--- src/rtl/reg8_arbiter.sv ---
// Round-robin front end for one shared load/increment register: grants a single
// requester, drives ld/inc/in for one cycle, then acks with the updated value.
module reg8_arbiter #(
    parameter int N = 4,
    parameter int W = 8
) (
    input  logic           clk,
    input  logic           rst,
    input  logic [N-1:0]   req,
    input  logic [N-1:0]   op,
    input  logic [N*W-1:0] wdata,
    output logic [N-1:0]   gnt,
    output logic [N-1:0]   ack,
    output logic [W-1:0]   rdata,
    output logic           wrap,
    output logic           busy,
    output logic           reg_ld,
    output logic           reg_inc,
    output logic [W-1:0]   reg_in,
    input  logic [W-1:0]   reg_out
);

    localparam int IW = (N > 1) ? $clog2(N) : 1;

    typedef enum logic [1:0] {
        S_IDLE = 2'd0,
        S_EXEC = 2'd1,
        S_DONE = 2'd2
    } state_t;

    state_t          state_q, state_d;
    logic [IW-1:0]   ptr_q, ptr_d;
    logic [IW-1:0]   win_q, win_d;
    logic            op_q, op_d;
    logic [W-1:0]    data_q, data_d;
    logic            wrap_pend_q, wrap_pend_d;
    logic [IW-1:0]   pick;
    logic            pick_vld;
    logic [N-1:0]    win_oh;
    logic [W-1:0]    wdata_a [N];

    generate
        for (genvar gi = 0; gi < N; gi++) begin : g_slice
            assign wdata_a[gi] = wdata[gi*W +: W];
            assign win_oh[gi]  = (win_q == IW'(gi));
        end
    endgenerate

    // Scan downward in distance so the closest set bit after the pointer wins.
    always_comb begin
        pick_vld = 1'b0;
        pick     = '0;
        for (int k = N; k >= 1; k--) begin
            logic [IW-1:0] idx;
            idx = IW'((int'(ptr_q) + k) % N);
            if (req[idx]) begin
                pick_vld = 1'b1;
                pick     = idx;
            end
        end
    end

    always_ff @(posedge clk or negedge rst) begin
        if (!rst) begin
            state_q <= S_IDLE;
        end else begin
            state_q <= state_d;
        end
    end

    always_comb begin
        state_d = state_q;
        case (state_q)
            S_IDLE:  if (pick_vld) state_d = S_EXEC;
            S_EXEC:  state_d = S_DONE;
            S_DONE:  state_d = S_IDLE;
            default: state_d = S_IDLE;
        endcase
    end

    always_ff @(posedge clk or negedge rst) begin
        if (!rst) begin
            ptr_q       <= IW'(N - 1);
            win_q       <= '0;
            op_q        <= 1'b0;
            data_q      <= '0;
            wrap_pend_q <= 1'b0;
        end else begin
            ptr_q       <= ptr_d;
            win_q       <= win_d;
            op_q        <= op_d;
            data_q      <= data_d;
            wrap_pend_q <= wrap_pend_d;
        end
    end

    always_comb begin
        ptr_d       = ptr_q;
        win_d       = win_q;
        op_d        = op_q;
        data_d      = data_q;
        wrap_pend_d = wrap_pend_q;
        case (state_q)
            S_IDLE: begin
                if (pick_vld) begin
                    win_d  = pick;
                    op_d   = op[pick];
                    data_d = wdata_a[pick];
                end
            end
            // reg_out still holds the pre-update value during EXEC.
            S_EXEC:  wrap_pend_d = !op_q && (reg_out == {W{1'b1}});
            S_DONE:  ptr_d = win_q;
            default: ;
        endcase
    end

    always_comb begin
        gnt     = '0;
        ack     = '0;
        rdata   = '0;
        wrap    = 1'b0;
        busy    = (state_q != S_IDLE);
        reg_ld  = 1'b0;
        reg_inc = 1'b0;
        reg_in  = '0;
        case (state_q)
            S_EXEC: begin
                gnt     = win_oh;
                reg_ld  = op_q;
                reg_inc = !op_q;
                reg_in  = data_q;
            end
            S_DONE: begin
                gnt   = win_oh;
                ack   = win_oh;
                rdata = reg_out;
                wrap  = wrap_pend_q;
            end
            default: ;
        endcase
    end

endmodule

--- config.mk ---
export PLATFORM = sky130hd
export DESIGN_NAME = reg8_arbiter
export DESIGN_NICKNAME = d
export VERILOG_FILES = /design/src/rtl/reg8_arbiter.sv
export SDC_FILE = /design/constraint.sdc
export NUM_CORES = 1
export LEC_CHECK = 0
export ABC_AREA = 1
export CELL_PAD_IN_SITES_DETAIL_PLACEMENT = 0
export CELL_PAD_IN_SITES_GLOBAL_PLACEMENT = 1
export CORE_ASPECT_RATIO = 1.75
export CORE_MARGIN = 10
export CORE_UTILIZATION = 27
export DETAILED_ROUTE_END_ITERATION = 10
export PLACE_DENSITY_LB_ADDON = 0.1
export SLEW_MARGIN = 20
export SYNTH_ARGS = -nofsm -noshare
export SYNTH_HDL_FRONTEND = slang
export SYNTH_SLANG_ARGS = --single-unit
--- constraint.sdc ---
create_clock -name clk -period 5.9 [get_ports clk]
set_clock_uncertainty 0.1 [all_clocks]
set_input_delay 1.18 -clock clk [delete_from_list [all_inputs] [get_ports clk]]
set_output_delay 1.18 -clock clk [all_outputs]
set_load 0.1 [all_outputs]
==> impl_metrics.prom <==
# TYPE chip_impl_metric gauge
chip_impl_metric{name="placementRows",unit=""} 35
chip_impl_info{name="cts_tree",value="done"} 1
chip_impl_metric{name="core_area",unit="µm²"} 5260
chip_impl_info{name="timing.critical_path.from_type",value="input pin"} 1
chip_impl_metric{name="design.die.area",unit="µm²"} 8850
chip_impl_metric{name="drv_slew",unit=""} 0
chip_impl_metric{name="dr.pass1.iters",unit=""} 4
chip_impl_metric{name="worst-endpoint-arrival",unit="ns"} 2.94
chip_impl_metric{name="ys_ff_latch",unit=""} 16
chip_impl_metric{name="met1_track_demand_over_resource_in_global_routing",unit=""} 0.102
chip_impl_metric{name="io_buffer_count",unit=""} 77
chip_impl_metric{name="number_of_fill_cells_in_the_layout",unit=""} 586
chip_impl_metric{name="via_count_of_the_first_global_routing_pass",unit=""} 1703
chip_impl_metric{name="numCtsBuffers",unit=""} 3
chip_impl_metric{name="synth_simple_gate_area_share",unit=""} 0.416
chip_impl_metric{name="wirelength",unit="µm"} 4670
chip_impl_info{name="worstHoldPathType",value="reg -> reg"} 1
chip_impl_metric{name="fmax",unit="MHz"} 237
chip_impl_metric{name="post-route-cell-area",unit="µm²"} 2300
chip_impl_metric{name="detailed_place_hpwl",unit="µm"} 3980
chip_impl_metric{name="grt_start_max_net_pins",unit=""} 34
chip_impl_metric{name="fp.dieH",unit="µm"} 117
chip_impl_info{name="cts_root_buffer",value="clkbuf_8"} 1
chip_impl_metric{name="share_of_cells_above_drive_strength_1",unit=""} 0.0669
chip_impl_metric{name="initial_antenna_violation_count",unit=""} 0
chip_impl_metric{name="gp_routability_congestion",unit=""} 0.815
chip_impl_metric{name="slew_headroom",unit=""} 0.328
chip_impl_metric{name="netlist_area",unit="µm²"} 1460
chip_impl_metric{name="area_growth",unit="%"} 58.1
chip_impl_metric{name="post_synth_fa_ha_maj_area_fraction",unit=""} 0.0344
chip_impl_metric{name="drt_iter0_markers",unit=""} 30
chip_impl_metric{name="die-width",unit="µm"} 75.5
chip_impl_info{name="worst-setup-path-type",value="in -> out"} 1
chip_impl_info{name="largest_family_of_logic_cells_by_synthesized_area",value="simple AND/OR/NAND/NOR gates"} 1
chip_impl_metric{name="peakVddDrop",unit="mV"} 0.257
chip_impl_metric{name="worst_slew_pin_slew",unit="ns"} 1.01
chip_impl_metric{name="ios",unit=""} 78
chip_impl_metric{name="route.detailed.wl_per_inst",unit="µm"} 12.6
chip_impl_metric{name="route.detailed.vias_per_inst",unit=""} 4.38
chip_impl_metric{name="clock_latency_on_the_worst_skew_pair",unit="ns"} 0.25
chip_impl_metric{name="yosys.cell_types.count",unit=""} 27
chip_impl_metric{name="leakagePower",unit="nW"} 1.23
chip_impl_info{name="postSynth.topFlopCell",value="dfrtp_1"} 1
chip_impl_metric{name="numPlacedInstances",unit=""} 365
chip_impl_metric{name="final_hold_viols",unit=""} 0
chip_impl_metric{name="post_cts_hold_buffer_count",unit=""} 0
chip_impl_metric{name="post_detailed_route_count_of_antenna_violating_nets",unit=""} 0
chip_impl_metric{name="grt_pass1_wl",unit="µm"} 7580
chip_impl_metric{name="layout_min_cycle_time",unit="ns"} 4.22
chip_impl_info{name="worst_setup_path_end_kind",value="output pin"} 1
chip_impl_metric{name="yosys-mux-area-fraction",unit=""} 0
chip_impl_metric{name="asyncSetResetFlopFracSynth",unit=""} 1.00
chip_impl_metric{name="synthXorXnorAreaFrac",unit=""} 0
chip_impl_metric{name="setup-tns-final",unit="ns"} 0
chip_impl_metric{name="cp_data_required_time",unit="ns"} 4.62
chip_impl_metric{name="vias",unit=""} 1617
chip_impl_metric{name="post_cts_resize_count",unit=""} 0
chip_impl_metric{name="finalCritPeriodShare",unit=""} 0.715
chip_impl_metric{name="crit_fanout",unit=""} 2
chip_impl_metric{name="finalNetCount",unit=""} 369
chip_impl_metric{name="timing.final.setup_violations",unit=""} 0
chip_impl_metric{name="post_cts_buffers",unit=""} 0
chip_impl_metric{name="detailed_place.area",unit="µm²"} 2250
chip_impl_metric{name="post_synthesis_instance_total",unit=""} 240
chip_impl_metric{name="globalRouteMet3Util",unit=""} 0.0397
chip_impl_metric{name="drv_cap",unit=""} 0
chip_impl_metric{name="yosysWarnings",unit=""} 0
chip_impl_metric{name="pwr_density_cell",unit="nW/µm²"} 639
chip_impl_info{name="grt_setup_unrepaired",value="false"} 1
chip_impl_metric{name="cts.sinks",unit=""} 16
chip_impl_metric{name="clk_path_buf_depth",unit=""} 2
chip_impl_metric{name="floorplan.initialDensity",unit=""} 0.277
chip_impl_metric{name="hold_ws",unit="ns"} 0.381
chip_impl_metric{name="post-route-drc-count",unit=""} 0
chip_impl_metric{name="grt-ovfl-total",unit=""} 0
chip_impl_metric{name="synth-compound-area-share",unit=""} 0.0842
chip_impl_metric{name="post_layout_nonfiller_instances",unit=""} 369
chip_impl_metric{name="diodes",unit=""} 0
chip_impl_info{name="global_route.peak_usage_layer",value="met2"} 1
chip_impl_metric{name="gr-usage-all-layers",unit=""} 0.109
chip_impl_info{name="outcome",value="finished, final reports clean"} 1
chip_impl_metric{name="count_of_flip_flops_with_a_built_in_enable_after_synthesis",unit=""} 0
chip_impl_metric{name="syn_avg_cell_area",unit="µm²"} 6.07
chip_impl_metric{name="met2_resource_use_gr",unit=""} 0.212
chip_impl_metric{name="cts-htree-levels",unit=""} 1
chip_impl_metric{name="syn_nets",unit=""} 294
chip_impl_metric{name="path_clk_slew",unit="ns"} 0.06
chip_impl_metric{name="synth.yosys.seq_area_share",unit=""} 0.277
## sequential cells by signal (all words and copies together), names as in the netlist
register     flops
data_q           8
op_q             1
ptr_q            2
state_q          2
win_q            2
wrap_pend_q      1
## per-stage QoR
stage | utilization | setup slack, ns | power, mW
final | 0.438 | 1.68 | 1.47
after global placement | 0.428 | 1.66 | 1.40
after global routing | 0.438 | 1.60 | 1.61
after CTS | 0.438 | 1.67 | 1.50
after floorplan | - | 1.73 | 1.16
after detailed placement | 0.428 | 1.67 | 1.40
## cell type report
class | instances | area [µm²] | area share
Multi-Input combinational cell | 158 | 778 | 0.338
Timing Repair Buffer | 77 | 771 | 0.335
Sequential cell | 16 | 403 | 0.175
Inverter | 59 | 226 | 0.0984
Tap cell | 55 | 68.8 | 0.0299
Clock buffer | 4 | 55.1 | 0.0239
## path summary, 6_finish.rpt
path,startpoint,end,slack [ns],cells past startpoint
setup / recovery,reg_out[4],rdata[4],1.68,4
hold / removal,data_q[1],data_q[1],0.38,2
min in group asynchronous,rst,win_q[1],1.29,1
setup reg to reg,ptr_q[0],data_q[0],3.49,8
hold reg to reg,data_q[1],data_q[1],0.38,2
max in group asynchronous,rst,win_q[0],3.92,1
## layer usage
metal  share of wire  wire, µm
met1            0.34      1600
met2            0.57      2640
met3           0.084       392
met4          0.0054        25
met5               0         0
## cell usage in the layout, fill, tap and decap left out, types with 4 or more instances in the layout
master            n
nor3_1            4
o21ai_0           6
o211ai_1          7
dfrtp_1          14
nand2_1          81
nand2_2           5
clkdlybuf4s50_1  77
ha_1              4
nor2_1            6
inv_1            57
nand3_1          25
clkbuf_8          4
or2_0             4
## synth_stat cells (3+ instances only)
cell type   n  area, µm²
nand2_1    81        304
nor3_1      4       20.0
a21oi_1     3       15.0
ha_1        4       50.1
or2_2       3       18.8
dfrtp_1    14        350
clkbuf_1    3       11.3
inv_1      57        214
nor2_1      6       22.5
nand3_1    25        125
nand2_2     5       31.3
o211ai_1    7       52.6
o21ai_0     6       30.0
or2_0       4       25.0
## worst max-delay path, stage by stage
cell and delay, ns:
clkdlybuf4s50_1 0.49, nand2_1 0.06, inv_1 0.07, clkdlybuf4s50_1 1.14
## logic make-up after synthesis
family,Yosys count
AOI/OAI and AO/OA,19
buffers and inverters,66
and+or+nand+nor,135
adders and majority gates,4
DFF,16
## power breakdown
group,switching [mW],internal [mW]
sequential,0.0485,0.171
combinational,0.848,0.307
clock,0.0379,0.0591
(Power assumes the default switching activity.)
